**config.mk**
```make
export PLATFORM = sky130hd
export DESIGN_NAME = spi_master
export DESIGN_NICKNAME = d
export VERILOG_FILES = /design/src/rtl/spi_master_pkg.sv /design/src/rtl/spi_clk_gen.sv /design/src/rtl/spi_master.sv
export SDC_FILE = /design/constraint.sdc
export NUM_CORES = 1
export LEC_CHECK = 0
export BUFFER_PORTS_ARGS = -buffer_cell sky130_fd_sc_hd__buf_2
export CORE_ASPECT_RATIO = 0.6
export CORE_MARGIN = 8
export CORE_UTILIZATION = 35
export CTS_CLUSTER_SIZE = 20
export DETAILED_ROUTE_END_ITERATION = 8
export SLEW_MARGIN = 20
export SYNTH_ARGS = -nofsm -noshare
export SYNTH_HDL_FRONTEND = slang
export SYNTH_SLANG_ARGS = --single-unit
```
**constraint.sdc**
```tcl
create_clock -name clk -period 1.89 [get_ports clk]
set_input_delay 0.2835 -clock clk [delete_from_list [all_inputs] [get_ports clk]]
set_output_delay 0.2835 -clock clk [all_outputs]
set_load 0.01 [all_outputs]
```
**src/rtl/spi_master_pkg.sv**
```systemverilog
// Shared SPI definitions: state encoding, bus mode and counter sizing helper.
package spi_master_pkg;

    localparam logic [2:0] ST_IDLE  = 3'd0;
    localparam logic [2:0] ST_SETUP = 3'd1;
    localparam logic [2:0] ST_SHIFT = 3'd2;
    localparam logic [2:0] ST_HOLD  = 3'd3;
    localparam logic [2:0] ST_GAP   = 3'd4;

    typedef enum logic [2:0] {
        S_IDLE  = ST_IDLE,
        S_SETUP = ST_SETUP,
        S_SHIFT = ST_SHIFT,
        S_HOLD  = ST_HOLD,
        S_GAP   = ST_GAP
    } state_t;

    // {CPOL, CPHA}; mode 0 only
    localparam logic [1:0] SPI_MODE = 2'b00;
    localparam logic       CPOL     = SPI_MODE[1];

    // Bits needed to count 0..n-1, never less than one
    function automatic int cnt_w(input int n);
        return (n < 2) ? 1 : $clog2(n);
    endfunction

endpackage

```
**src/rtl/spi_clk_gen.sv**
```systemverilog
// SCK generator: divides clk by CLK_DIV per half-period while enabled, idles at CPOL.
module spi_clk_gen
    import spi_master_pkg::*;
#(
    parameter int CLK_DIV = 4
) (
    input  logic clk,
    input  logic rst_n,
    input  logic enable,
    output logic sck,
    output logic rise_pulse,
    output logic fall_pulse
);

    localparam int                DIV_W = cnt_w(CLK_DIV);
    localparam logic [DIV_W-1:0] DIV_LAST = DIV_W'(CLK_DIV - 1);

    logic [DIV_W-1:0] div_cnt;
    logic             tick;

    // Pulses are high in the cycle whose closing edge moves sck
    assign tick       = enable && (div_cnt == DIV_LAST);
    assign rise_pulse = tick && (sck == CPOL);
    assign fall_pulse = tick && (sck != CPOL);

    always_ff @(posedge clk or negedge rst_n) begin
        if (!rst_n) begin
            div_cnt <= '0;
            sck     <= CPOL;
        end else if (!enable) begin
            div_cnt <= '0;
            sck     <= CPOL;
        end else if (tick) begin
            div_cnt <= '0;
            sck     <= ~sck;
        end else begin
            div_cnt <= div_cnt + 1'b1;
        end
    end

endmodule

```
**src/rtl/spi_master.sv**
```systemverilog
// Mode-0 SPI initiator: one MSB-first word per start, with start/busy/done handshake.
module spi_master
    import spi_master_pkg::*;
#(
    parameter int CLK_DIV    = 4,
    parameter int DATA_WIDTH = 8,
    parameter int GAP        = 4
) (
    input  logic                  clk,
    input  logic                  rst_n,
    input  logic                  start,
    input  logic [DATA_WIDTH-1:0] tx_data,
    output logic                  busy,
    output logic                  done,
    output logic [DATA_WIDTH-1:0] rx_data,
    output logic                  spi_sck,
    output logic                  spi_mosi,
    input  logic                  spi_miso,
    output logic                  spi_nss
);

    localparam int              BIT_W     = cnt_w(DATA_WIDTH + 1);
    localparam int              WAIT_MAX  = (CLK_DIV > GAP) ? CLK_DIV : GAP;
    localparam int              WAIT_W    = cnt_w(WAIT_MAX);
    localparam logic [BIT_W-1:0]  BITS_LAST = BIT_W'(DATA_WIDTH);
    localparam logic [WAIT_W-1:0] HOLD_LAST = WAIT_W'(CLK_DIV - 1);
    localparam logic [WAIT_W-1:0] GAP_LAST  = WAIT_W'(GAP - 1);

    state_t                state, state_nx;
    logic [DATA_WIDTH-1:0] tx_sh, rx_sh;
    logic [BIT_W-1:0]      bit_cnt;
    logic [WAIT_W-1:0]     wait_cnt;
    logic                  sck_en, rise, fall, accept, finish;

    // SETUP is simply the first low half-period of sck
    assign sck_en   = (state == S_SETUP) || (state == S_SHIFT);
    assign accept   = (state == S_IDLE) && start;
    assign finish   = (state == S_HOLD) && (state_nx == S_GAP);
    assign spi_mosi = tx_sh[DATA_WIDTH-1];

    spi_clk_gen #(.CLK_DIV(CLK_DIV)) u_clk_gen (
        .clk        (clk),
        .rst_n      (rst_n),
        .enable     (sck_en),
        .sck        (spi_sck),
        .rise_pulse (rise),
        .fall_pulse (fall)
    );

    always_comb begin
        state_nx = state;
        case (state)
            S_IDLE:  if (start) state_nx = S_SETUP;
            S_SETUP: if (rise) state_nx = S_SHIFT;
            S_SHIFT: if (fall && (bit_cnt == BITS_LAST)) state_nx = S_HOLD;
            S_HOLD:  if (wait_cnt == HOLD_LAST) state_nx = S_GAP;
            S_GAP:   if (wait_cnt == GAP_LAST) state_nx = S_IDLE;
            default: state_nx = S_IDLE;
        endcase
    end

    // Control: handshake and select registered from the next state
    always_ff @(posedge clk or negedge rst_n) begin
        if (!rst_n) begin
            state    <= S_IDLE;
            bit_cnt  <= '0;
            wait_cnt <= '0;
            busy     <= 1'b0;
            done     <= 1'b0;
            spi_nss  <= 1'b1;
        end else begin
            state   <= state_nx;
            busy    <= (state_nx != S_IDLE);
            done    <= finish;
            spi_nss <= (state_nx == S_IDLE) || (state_nx == S_GAP);
            if (state_nx != state)
                wait_cnt <= '0;
            else if ((state == S_HOLD) || (state == S_GAP))
                wait_cnt <= wait_cnt + 1'b1;
            if (accept)
                bit_cnt <= '0;
            else if (rise && (bit_cnt != BITS_LAST))
                bit_cnt <= bit_cnt + 1'b1;
        end
    end

    // No shift after the final fall, so mosi keeps the LSB until the next word
    always_ff @(posedge clk or negedge rst_n) begin
        if (!rst_n) begin
            tx_sh   <= '0;
            rx_data <= '0;
        end else begin
            if (accept)
                tx_sh <= tx_data;
            else if (fall && (state == S_SHIFT) && (bit_cnt != BITS_LAST))
                tx_sh <= tx_sh << 1;
            if (finish)
                rx_data <= rx_sh;
        end
    end

    always_ff @(posedge clk) begin
        if (rise)
            rx_sh <= DATA_WIDTH'({rx_sh, spi_miso});
    end

endmodule

```
==> flow_metrics.py <==
metrics = {
    "status": {
        "status": "finished clean",
    },
    "synthesis": {
        "synth_area_leader_cell": "dfrtp_1",
        "synth-edff-count": 8,
        "ys_warn_count": 0,
        "ys_seq_area_frac": 0.584,
        "synth_area_leaders": "dfrtp_1 (43%), edfxtp_1 (14%), mux2i_1 (5.7%), mux2_2 (5.2%), nand2_1 (3.0%)",
        "ys_types": 39,
        "syn_inst": 143,
        "async_reset_ff_frac": 0.795,
        "synth_ff_type": "dfrtp_1",
        "yosysTopAreaCellShare": 0.431,
        "synth_seq_cells": 39,
        "syn_area_sq_um": 1740,
        "synth_nets": 159,
        "postSynthAreaPerCell_sq_um": 12.2,
    },
    "setup_path": {
        "crit_start": "u_clk_gen.div_cnt[0]$_DFF_PN0_",
        "cp_max_fo": 3,
        "rrSetupSlack_ps": 50,
        "r2r_end": "wait_cnt[0]$_DFFE_PN0P_",
        "cp-start-kind": "flop",
        "path_class": "reg -> reg",
        "cp.required_ps": 2070,
        "cp-end-kind": "flop",
        "worstSetupEndpoint": "wait_cnt[0]$_DFFE_PN0P_",
        "r2r_start": "u_clk_gen.div_cnt[0]$_DFF_PN0_",
        "arrival_ps": 2010,
        "reg2reg_depth": 5,
    },
    "worst_hold_path": {
        "worst_hold_path_type": "in -> async",
    },
    "power_and_ir_drop": {
        "power_density_nw_per_um2": 1450,
        "ir_drop_uv": 418,
        "p_total_mw": 3.00,
        "p_leak_nw": 0.939,
    },
    "clock_network": {
        "cts_post_setup_buffers_inserted": 0,
        "cts_tree": "built",
        "max-clock-path-buffers": 2,
        "clockRootBuffer": "clkbuf_8",
        "numClockSinks": 39,
        "cts_max_level": 2,
        "cts-buffers-inserted": 5,
        "holdBufCountCts": 0,
        "clk_pin_slew_worst_paths_ps": 70,
        "clk_latency_ps": 280,
        "cts_resized": 0,
    },
    "sta": {
        "fin_ws_ps": 53.4,
        "maxSlewViolCount": 0,
        "period_minus_slack_ps": 1840,
        "fmax_mhz": 544,
        "fin_crit_sh": 0.972,
        "max_slew_margin": 0.537,
        "finalHoldViolCount": 0,
        "rsz0062_at_grt": "yes",
        "setup_viol": 0,
        "worst_slew_pin_slew_ps": 694,
        "finalClockSkew_ps": 2.62,
    },
    "drt": {
        "drc_errors": 0,
        "drt_iter0_markers": 77,
        "postRouteWirelength_um": 3350,
        "via_per_inst": 4.86,
        "wire_per_inst_um": 13.8,
        "dr.pass1.iters": 4,
        "num_vias": 1182,
        "postRouteAntennaNets": 0,
    },
    "global_routing": {
        "grt_pass1_vias": 1238,
        "grt_remaining_overflow": 0,
        "grt_max_degree": 32,
        "grt_pass1_wl_um": 5750,
        "antenna_found_initial": 0,
        "grt.total_usage": 0.0939,
    },
    "floorplanning": {
        "die-area_sq_um": 7560,
        "die_w_um": 107,
        "core_area_sq_um": 4930,
        "ioPinCount": 25,
        "rows": 20,
        "start_util": 0.353,
        "fp.dieH_um": 70.6,
    },
    "placed_design": {
        "place_ws_ps": 52.6,
        "gp_congestion": 0.915,
        "portBuffers": 24,
        "dp.cells": 235,
        "dp_hpwl_um": 2390,
    },
    "flow_run": {
        "cap_violations": 0,
    },
    "finish": {
        "layout_common_cells": "dfrtp_1 (30), buf_2 (24), nand2_1 (14)",
        "area_growth_pct": 18.7,
        "fin_cells": 243,
        "final_nets": 192,
        "final_common_cell": "dfrtp_1",
        "final_util": 0.419,
        "drive_above_1_share": 0.305,
        "antenna_cells": 0,
    },
}
==> worst min path at each step <==
stage	startpoint	endpoint	slack, ps
floorplan	rst_n	bit_cnt[0]$_DFFE_PN0P_	-10
global placement	rst_n	u_clk_gen.sck$_DFFE_PN0P_	370
detailed placement	rst_n	u_clk_gen.div_cnt[1]$_DFF_PN0_	380
CTS	rst_n	tx_sh[2]$_DFFE_PN0P_	80
global route	rst_n	state[1]$_DFF_PN0_	90
finish	rst_n	u_clk_gen.sck$_DFFE_PN0P_	50
==> flip-flops by register name, summed over array words and instances, names as in the netlist <==
register,flops
rx_data,8
rx_sh,8
tx_sh,8
bit_cnt,4
state,3
u_clk_gen.div_cnt,2
wait_cnt,2
busy,1
done,1
spi_nss,1
u_clk_gen.sck,1
==> kinds of logic after synthesis <==
| family | after synthesis | synth area share |
|---|---|---|
| AOI/OAI and AO/OA | 22 | 0.0812 |
| xor gates and xnor gates | 4 | 0.0201 |
| adders and majority gates | 4 | 0.0287 |
| buffers and inverters | 11 | 0.0294 |
| DFF | 39 | 0.584 |
| muxes | 18 | 0.109 |
| and+or+nand+nor | 45 | 0.147 |
==> critical path, stage by stage, from the launching register on <==
cell      delay (ps)
dfrtp_1          390
ha_1             220
and3b_4          190
or4_4            490
o2111a_1         160
nor4b_1          290
==> routing by layer <==
| metal | track usage | vias to the layer above | part of all wire |
|---|---|---|---|
| met2 | 0.141 | 26 | 0.44 |
| li1 | - | 575 | - |
| met3 | 0.0317 | 2 | 0.050 |
| met4 | 0.0419 | 0 | 0.012 |
| met1 | 0.120 | 579 | 0.50 |
| met5 | 0 | - | 0 |
==> cell type report <==
class | instances | area [sq um]
multi-input combinational | 93 | 679
sequential | 39 | 1020
clock inverter | 2 | 12.5
timing repair buffer | 33 | 188
fill | 468 | 2860
clock buffer | 6 | 72.6
inverter | 4 | 15.0
tap | 66 | 82.6
==> through the flow <==
| stage | area [sq um] | hold slack, ps | TNS (ps) |
|---|---|---|---|
| final | 2070 | 45.6 | 0 |
| after global routing | 2070 | 92.6 | -89.1 |
| after CTS | 2070 | 75.5 | 0 |
| after detailed placement | 1980 | 384 | 0 |
| after global placement | 1980 | 365 | 0 |
| after floorplan | 1740 | -12.1 | 0 |
==> synth_stat cells (4+ instances only) <==
cell / number
edfxtp_1: 8
dfrtp_1: 30
clkbuf_1: 4
mux2_2: 8
inv_1: 4
nand2b_1: 4
mux2i_1: 10
nand2_1: 14
nor2_1: 7
o21ai_0: 9
ha_1: 4
==> power breakdown <==
part	total (mW)	internal [mW]	switching (mW)	leakage (nW)
clock network	0.528	0.258	0.270	0.0412
registers	1.35	1.16	0.191	0.475
logic	1.13	0.541	0.587	0.422
Power figures use the tool's default switching activity.
